<file path="src/rtl/mem_port_arbiter_pkg.sv">
// mem_port_arbiter_pkg: shared FSM states, grant encodings and full-word lane mask for mem_port_arbiter
package mem_port_arbiter_pkg;
  typedef enum logic [1:0] {IDLE, ISSUE, WAIT, RESP} state_t;
  localparam logic [1:0] GNT_NONE = 2'd0;
  localparam logic [1:0] GNT_FETCH = 2'd1;
  localparam logic [1:0] GNT_DATA = 2'd2;
  localparam logic [3:0] SEL_WORD = 4'b1111;
endpackage

</file>
<file path="src/rtl/mem_port_arbiter.sv">
// mem_port_arbiter: shares one single-port RAM between fetch (if_*) and load/store (mem_*) ports, data first; ram_* drives the RAM, busy_o flags a transaction in flight
module mem_port_arbiter
  import mem_port_arbiter_pkg::*;
#(
  parameter int ADDR_W = 32,
  parameter int DATA_W = 32,
  parameter int RAM_LATENCY = 1
) (
  input  logic              clk,
  input  logic              rst,
  input  logic              if_req_i,
  input  logic [ADDR_W-1:0] if_addr_i,
  output logic [DATA_W-1:0] if_data_o,
  output logic              if_ready_o,
  input  logic              mem_req_i,
  input  logic              mem_we_i,
  input  logic [3:0]        mem_sel_i,
  input  logic [ADDR_W-1:0] mem_addr_i,
  input  logic [DATA_W-1:0] mem_wdata_i,
  output logic [DATA_W-1:0] mem_rdata_o,
  output logic              mem_ready_o,
  output logic              ram_ce_o,
  output logic              ram_we_o,
  output logic [3:0]        ram_sel_o,
  output logic [ADDR_W-1:0] ram_addr_o,
  output logic [DATA_W-1:0] ram_wdata_o,
  input  logic [DATA_W-1:0] ram_rdata_i,
  output logic              busy_o
);
  localparam int CW = (RAM_LATENCY < 1) ? 1 : $clog2(RAM_LATENCY + 1);
  state_t state, state_nxt;
  logic [1:0] gnt;
  logic [CW-1:0] cnt;
  logic we;
  logic [3:0] sel;
  logic [ADDR_W-1:0] addr;
  logic [DATA_W-1:0] wdata;
  logic cap;
  always_comb begin
    state_nxt = state;
    cap = 1'b0;
    case (state)
      IDLE: state_nxt = (mem_req_i || if_req_i) ? ISSUE : IDLE;
      ISSUE: begin
        cap = !we && RAM_LATENCY == 0;
        state_nxt = (we || RAM_LATENCY == 0) ? RESP : WAIT;
      end
      WAIT: begin
        cap = cnt == CW'(1);
        state_nxt = cap ? RESP : WAIT;
      end
      default: state_nxt = IDLE;
    endcase
  end
  always_ff @(posedge clk) begin
    if (rst) begin
      state <= IDLE;
      gnt <= GNT_NONE;
      cnt <= '0;
      we <= 1'b0;
      sel <= '0;
      addr <= '0;
      wdata <= '0;
      if_data_o <= '0;
      mem_rdata_o <= '0;
    end else begin
      state <= state_nxt;
      if (state == IDLE && mem_req_i) begin
        gnt <= GNT_DATA;
        we <= mem_we_i;
        sel <= mem_sel_i;
        addr <= mem_addr_i;
        wdata <= mem_wdata_i;
      end else if (state == IDLE && if_req_i) begin
        gnt <= GNT_FETCH;
        we <= 1'b0;
        sel <= SEL_WORD;
        addr <= if_addr_i;
        wdata <= '0;
      end else if (state == RESP) begin
        gnt <= GNT_NONE;
      end
      if (state == ISSUE) cnt <= CW'(RAM_LATENCY);
      else if (state == WAIT) cnt <= cnt - 1'b1;
      if (cap && gnt == GNT_DATA) mem_rdata_o <= ram_rdata_i;
      if (cap && gnt == GNT_FETCH) if_data_o <= ram_rdata_i;
    end
  end
  assign ram_ce_o = state == ISSUE || state == WAIT;
  assign ram_we_o = state == ISSUE && we;
  assign ram_sel_o = sel;
  assign ram_addr_o = addr;
  assign ram_wdata_o = wdata;
  assign if_ready_o = state == RESP && gnt == GNT_FETCH;
  assign mem_ready_o = state == RESP && gnt == GNT_DATA;
  assign busy_o = state != IDLE;
endmodule

</file>
<file path="config.mk">
export PLATFORM = sky130hd
export DESIGN_NAME = mem_port_arbiter
export DESIGN_NICKNAME = d
export VERILOG_FILES = /design/src/rtl/mem_port_arbiter_pkg.sv /design/src/rtl/mem_port_arbiter.sv
export SDC_FILE = /design/constraint.sdc
export NUM_CORES = 1
export LEC_CHECK = 0
export CAP_MARGIN = 10
export CORE_MARGIN = 1.5
export CORE_UTILIZATION = 43
export DETAILED_ROUTE_END_ITERATION = 8
export PLACE_DENSITY = 0.82
export SKIP_CTS_REPAIR_TIMING = 1
export SYNTH_ARGS = -nofsm -noshare
export SYNTH_HDL_FRONTEND = slang
export SYNTH_SLANG_ARGS = --single-unit
</file>
<file path="constraint.sdc">
create_clock -name clk -period 4 [get_ports clk]
set_input_delay 1 -clock clk [delete_from_list [all_inputs] [get_ports clk]]
set_output_delay 1 -clock clk [all_outputs]
set_load 0.005 [all_outputs]
</file>
**Yosys cells after proc, flatten, opt, wreduce, memory -nomap -nowiden**

Index checks and enable logic that the tools add are counted.
Widths: inputs -> output; s select.

- Memories: 0
- Bits in read-only memories: 0
- RAM bits: 0
- Latch bits: 0
- Input bits: 137
- Output and inout port bits: 137
- Word-level logic and storage cells: 50
- Bits in registers: 138

- Reduce and logical (&&, ||, !) cells: 16
- Shifts and indexed selects: 0
- $lt $le $gt $ge: 0
- Div/mod/pow operators: 0
- Eq/ne operators: 5
- Mux-type cells: 18
- Multiply operators: 0
- Add/sub/neg operators: 1
- Bitwise operators: 0

Operators with widths:

| kind | number |
|---|---|
| $mux 32 | 4 |
| $mux 1 | 8 |
| $mux 4 | 2 |
| $reduce_bool 2->1 | 4 |
| $logic_and 1x1->1 | 7 |
| $eq 2x2->1 const B | 3 |
| $mux 2 | 3 |
| $pmux 2 s3 | 1 |
| $eq 2x1->1 const B | 2 |
| $reduce_bool 3->1 | 1 |
| $logic_not 2->1 | 1 |
| $logic_or 1x1->1 | 2 |
| $reduce_or 2->1 | 1 |
| $sub 1x1->1 const B | 1 |

**Logic depth before layout (Yosys ltp)**

Gate-level depths: netlist of run 1.

- Word-level depth: 4
- Gate-level depth with buffers: 7

**Worst setup path before layout of run 1**

OpenSTA, ideal clock, no wires.

- Path kind: input port to flip-flop
- From: input if_req_i
- To: register addr[11] (netlist: ram_addr_o[11])
- Data arrival time: 1,668 ps
- Path slack: 2,186 ps
- Required time: 3,854 ps
- Path buffers: 2
- Stages on the path: 5
- Path through: a22o_1 buf_4 buf_4 nor2_1 a211oi_2

- Word-level cells in the longest chain between the ends: 2

RTL lines:

| item | RTL line | RTL |
|---|---|---|
| start: declaration | mem_port_arbiter.sv:11 | `input logic if_req_i,` |
| $logic_and 1x1->1 | mem_port_arbiter.sv:74 | `end else if (state == IDLE && if_req_i) begin` |
| $reduce_bool 2->1 (no line) | - |  |
| end signal: assignment | mem_port_arbiter.sv:72 | `addr <= mem_addr_i;` |
| end signal: assignment | mem_port_arbiter.sv:78 | `addr <= if_addr_i;` |
| end: declaration | mem_port_arbiter.sv:36 | `logic [ADDR_W-1:0] addr;` |

Every way passes these cells.
A chain may end at the register's enable or synchronous reset.

**Final worst setup path of run 1**

- From: register state[0]
- To: output busy_o

- Word-level cells in the longest chain between the ends: 1

RTL lines:

| item | RTL line | RTL |
|---|---|---|
| start: declaration | mem_port_arbiter.sv:31 | `state_t state, state_nxt;` |
| start signal: assignment | mem_port_arbiter.sv:67 | `state <= state_nxt;` |
| $reduce_bool 2->1 | mem_port_arbiter.sv:96 | `assign busy_o = state != IDLE;` |
| end: declaration | mem_port_arbiter.sv:28 | `output logic busy_o` |

Every way passes these cells.

==> flow_summary_export.csv, run 1 <==
group,metric,value,unit
worst_setup_path,critical_path.cell_chain,"inv_1 > ha_1 > inv_1 > clkdlybuf4s50_1",
timing,timing.final.setup_violations,0,
route,routed_via_density,5.23,
pwr,pwr-share-seq,0.388,
global_routing,grt_pass1_wl,26.2,mm
floorplan,dieArea,0.0130,sq mm
global_routing,grt_pass1_vias,5230,
placement,io_buffers,273,
timing,skew,4.92,ps
route,wl_per_cell,16.7,um
worst_setup_path,crit_type,"register to output pin",
yosys,syn_area,0.00532,sq mm
worst_setup_path,cp-end-kind,"output pin",
route,postRouteAntennaNets,0,
worst_setup_path,worstPathMaxFanout,4,
worst_setup_path,cpPeakStageDelay,510,ps
clocking,cts_tree,"done",
pwr,switching_share,0.277,
floorplan,io_pins,274,
route,first_pass_iters,5,
outcome,status,"complete, no violations",
cells_and_area,nets,1006,
yosys,synthCells,612,
cells_and_area,diodes,0,
worst_setup_path,cp.required,3000,ps
pwr,ir_worst_vdd,0.000298,V
timing,hold_viol,0,
global_routing,grt.total_usage,0.256,
yosys,ys_seq_elements,138,
worst_setup_path,cpMaxStageDelayCell,"clkdlybuf4s50_1",
global_routing,grt_max_degree,70,
cells_and_area,nFillCells,907,
global_routing,overflow,0,
timing,finalCritPeriodShare,0.697,
floorplan,rows,40,
clocking,clockBufferDepth,2,
placement,placed_area,0.00802,sq mm
cells_and_area,fin_cells,1022,
pwr,p_leak,0.00311,uW
timing,setup_tns,0,ps
route,drt_drc_violations_left,0,
timing,fmax,359,MHz
global_routing,antenna_found_initial,0,
worst_hold_path,hp-class,"register to register",
worst_setup_path,startpoint_type,"register",
placement,gp_congestion,0.854,
floorplan,initial_core_util,0.443,
cells_and_area,drive_gt1_frac,0.0834,
clocking,cts_buffers,17,
cells_and_area,fin_area,0.00857,sq mm
yosys,synth_nets,755,
yosys,synth.avg_cell_area,8.69,sq um
clocking,clkSinkCount,138,
job,timing.max_cap.violations,0,
clocking,cts_root_buf,"clkbuf_16",
route,totalWireLength,17.1,mm
clocking,clk-insertion-delay-late,410,ps
yosys,ys_seq_area_frac,0.520,
timing,whs,452,ps
timing,rsz0062_at_grt,"no",
clocking,cts.clk_slew.worst_paths,60,ps
timing,finalMaxSlewViolations,0,
placement,place_inst,991,
route,drtIter0Drc,351,
worst_setup_path,cp_data_arrival_time,1790,ps
floorplan,die_w,114,um
timing,relSlewSlack,0.184,
pwr,p_int,3000,uW
timing,period_minus_slack,2790,ps
timing,tightest_slew,1220,ps
pwr,switchingPower,1150,uW
yosys,ys_warn_count,0,
cells_and_area,area_growth,61.3,%
pwr,pwr-share-comb,0.259,
pwr,power_density,484,mW/mm^2
floorplan,die_h,114,um
clocking,htreeDepth,4,
placement,dpl.hpwl,11.7,mm
pwr,clock_power_share,0.352,
yosys,yosysUniqueCellTypes,30,
worst_setup_path,crit_path_frequent_cell,"inv_1",
route,dr_total_vias,5345,
floorplan,placeableCoreArea,0.0120,sq mm
[Yosys cell counts (all sizes together)]
| cell | count | area share |
|---|---|---|
| clkbuf | 14 | 0.0099 |
| a22o | 1 | 0.0016 |
| buf | 36 | 0.046 |
| a22oi | 34 | 0.049 |
| nor3 | 1 | 0.00094 |
| and4b | 2 | 0.0038 |
| nand2b | 1 | 0.0012 |
| nor2 | 67 | 0.047 |
| inv | 4 | 0.0028 |
| o221a | 4 | 0.0085 |
| nand2 | 163 | 0.12 |
| and3b | 2 | 0.0033 |
| dfxtp | 138 | 0.52 |
| ha | 6 | 0.014 |
| a211oi | 34 | 0.068 |
| a21oi | 98 | 0.099 |
| nor2b | 1 | 0.0012 |
| nand4b | 2 | 0.0033 |
| nand3b | 1 | 0.0014 |
| and2 | 2 | 0.0028 |
| o21ai | 1 | 0.00094 |
[worst max-delay path: cells and delay by family, from the launching register on]
kind	cells	cell delay (ps)
flops	1	390
buf+inv	3	710
fa+ha+maj	1	270
[layout make-up]
cell class | count | area (sq um) | area share
Sequential cell | 138 | 2760 | 0.322
Clock buffer | 31 | 558 | 0.0651
Inverter | 4 | 15.0 | 0.00175
Multi-Input combinational cell | 420 | 2240 | 0.262
Timing Repair Buffer | 282 | 2810 | 0.328
Tap cell | 147 | 184 | 0.0215
[stage by stage]
stage / utilization / setup WS (ps) / power, uW
floorplan: - / 2190 / 2210
global placement: 0.667 / 1250 / 2670
detailed placement: 0.667 / 1080 / 2710
CTS: 0.714 / 1190 / 4170
global route: 0.714 / 1140 / 4340
finish: 0.714 / 1210 / 4150
[per-layer routing]
metal  GRT usage  up-vias  share of wire
met5           0        -              0
met4       0.125        0          0.036
met3      0.0715       45          0.069
met2       0.442      221           0.50
met1       0.293     2509           0.39
li1            -     2570              -
[cell usage in the layout, fill, tap and decap left out, types with 9 or more instances in the layout]
cell and n:
a211oi_1 13, a211oi_2 21, a21oi_1 88, a21oi_2 10
a22oi_1 33, buf_4 9, clkbuf_16 17, clkdlybuf4s50_1 272
dfxtp_1 138, nand2_1 162, nor2_1 67
[registers in the layout (all words and copies together) (netlist names)]
name,count
if_data_o,32
ram_addr_o,32
gnt,2
cnt,1
state,2
ram_wdata_o,32
ram_sel_o,4
we,1
mem_rdata_o,32
[power by group through the flow]
stage / Combinational (uW) / Sequential, uW / Clock (uW)
2_1_floorplan: 574 / 1640 / 0
3_3_place_gp: 1040 / 1630 / 0
3_5_place_dp: 1070 / 1640 / 0
4_1_cts: 1080 / 1610 / 1480
5_1_grt: 1170 / 1630 / 1550
6_report: 1080 / 1610 / 1460
[worst paths after layout]
path | from | to | slack (ps) | cells past startpoint
setup / recovery | state[0] | busy_o | 1210 | 4
hold / removal | if_data_o[25] | if_data_o[25] | 450 | 2
setup reg to reg | state[0] | if_data_o[24] | 1760 | 6
hold reg to reg | if_data_o[25] | if_data_o[25] | 450 | 2
[cells by family (layout without fill, tap and decap cells)]
family,Yosys count,in the layout,share of synthesized area
AND/OR/NAND/NOR,242,242,0.181
AO/OA/AOI/OAI,172,172,0.227
flip-flops,138,138,0.520
buffers and inverters,54,317,0.0584
adder cells (fa/ha/maj),6,6,0.0141
Power figures use the tool's default switching activity.
==> run 2, diff against run 1 <==
- CORE_UTILIZATION: 43 -> 40
- PLACE_DENSITY: 0.82 -> 0.77
- clock period: 4 -> 2.8 ns (I/O delays scaled with it)
==> run 2 against run 1 <==
Net effect:
- wire length rose by 2.1%
- clock power rose by 73%
- die area rose by 7.3%
- critical path depth did not move
- sequential power rose by 43%
- via count barely moved
- final cell count rose by 2.9%
- final area rose by 2.4%
- clock-buffer cell count fell by 12
- global-route usage fell by 1.0 points
- non-clock buffer count rose by 4
- first-iteration DRC count fell by 2.6%
- critical path type unchanged
- largest power group is now the clock network
==> flow_summary_export.csv, run 2 (synthesis gave the netlist of run 1 again) <==
group,metric,value,unit
timing,period_minus_slack,2490,ps
global_routing,grt_pass1_wl,27.4,mm
timing,tightest_slew,557,ps
floorplan,die_h,118,um
clocking,cts.clk_slew.worst_paths,60,ps
timing,relSlewSlack,0.627,
global_routing,grt_pass1_vias,5233,
cells_and_area,mostFrequentLayoutCells,"clkdlybuf4s50_1 (272), nand2_1 (162), dfxtp_1 (138), a21oi_1 (88), nor2_1 (67)",
clocking,cts_buffers,17,
clocking,htreeDepth,4,
global_routing,antenna_found_initial,0,
pwr,ir_worst_vdd,0.000470,V
route,dr_total_vias,5343,
timing,skew,7.11,ps
route,totalWireLength,17.4,mm
pwr,p_leak,0.00319,uW
worst_setup_path,crit_type,"register to output pin",
timing,rsz0062_at_grt,"no",
floorplan,io_pins,274,
worst_setup_path,cp-end-kind,"output pin",
worst_setup_path,rrSetupSlack,970,ps
floorplan,die_w,118,um
outcome,status,"complete, no violations",
floorplan,initial_core_util,0.416,
route,wl_per_cell,16.6,um
worst_setup_path,critical_path.cell_chain,"inv_1 > ha_1 > inv_1 > clkdlybuf4s50_1",
floorplan,dieArea,0.0140,sq mm
timing,fmax,402,MHz
placement,dpl.hpwl,12.2,mm
timing,whs,452,ps
worst_setup_path,startpoint_type,"register",
clocking,clockBufferDepth,2,
placement,io_buffers,273,
timing,timing.final.setup_violations,0,
worst_setup_path,cp_data_arrival_time,1790,ps
worst_setup_path,cpPeakStageDelay,530,ps
cells_and_area,diodes,0,
pwr,power,6400,uW
route,first_pass_iters,5,
clocking,cts_tree,"done",
route,drt_drc_violations_left,0,
route,routed_via_density,5.08,
worst_hold_path,hp-class,"register to register",
timing,setup_tns,0,ps
worst_setup_path,crit_path_frequent_cell,"inv_1",
cells_and_area,nets,1010,
timing,finalMaxSlewViolations,0,
cells_and_area,layout_commonest_cell,"clkdlybuf4s50_1",
cells_and_area,drive_gt1_frac,0.0943,
global_routing,overflow,0,
timing,finalCritPeriodShare,0.888,
cells_and_area,area_growth,65.1,%
route,drtIter0Drc,342,
route,postRouteAntennaNets,0,
placement,gp_congestion,0.902,
pwr,power_density,729,mW/mm^2
global_routing,grt.total_usage,0.246,
clocking,clk-insertion-delay-late,410,ps
floorplan,placeableCoreArea,0.0128,sq mm
worst_setup_path,cp.required,2100,ps
clocking,cts_root_buf,"clkbuf_16",
job,timing.max_cap.violations,0,
clocking,clkSinkCount,138,
timing,hold_viol,0,
worst_setup_path,worstPathMaxFanout,4,
floorplan,rows,41,
worst_setup_path,cpMaxStageDelayCell,"clkdlybuf4s50_1",
global_routing,grt_max_degree,79,
## run 2: cell count changes in the layout (fill, tap and decap cells not counted)
cell	previous run	this run
buf_4	9	10
clkinv_2	0	4
buf_12	1	4
clkbuf_8	8	1
clkinvlp_4	0	3
bufinv_16	0	6
clkbuf_1	6	1
## run 2: routing by layer
metal,part of all wire,track usage
met3,0.062,0.0632
met4,0.037,0.132
met1,0.40,0.281
met2,0.50,0.419
met5,0,0
## run 2: where the power goes
part           leakage [uW]  internal [uW]  switching [uW]
logic               0.00174            832             737
registers           0.00113           2170             134
clock network      0.000319           1690             836
## run 2: final timing paths
kind	cells after the start	from	to
worst max-delay path	4	state[0]	busy_o
worst min-delay path	2	mem_rdata_o[31]	mem_rdata_o[31]
worst max register to register	6	state[0]	ram_addr_o[31]
worst min register to register	2	mem_rdata_o[31]	mem_rdata_o[31]
## run 2: area by class of cell
type	instances	area (sq um)
clock buffer	19	443
inverter	4	15.0
clock inverter	13	223
multi-input combinational	420	2240
timing repair buffer	286	2880
tap	172	215
fill	984	3990
sequential	138	2760
## run 2: worst max-delay path, delay by kind of cell (launching register included)
kind	cells	cell delay, ps
flops	1	380
buf+inv	3	720
fa+ha+maj	1	270
## run 2: metrics by stage
step,util,instance area (sq um),instances,worst slack [ps]
floorplan,-,5320,612,1290
global placement,0.635,8110,1020,528
detailed placement,0.635,8110,1020,445
CTS,0.687,8780,1052,282
global route,0.687,8780,1052,217
finish,0.687,8780,1052,313
==> run 3, diff against run 2 <==
- GPL_TIMING_DRIVEN: default -> 1
- SLEW_MARGIN: default -> 20
==> results of run 3 <==
Same layout as run 2: the final DEF is identical, and so are final timing and power.
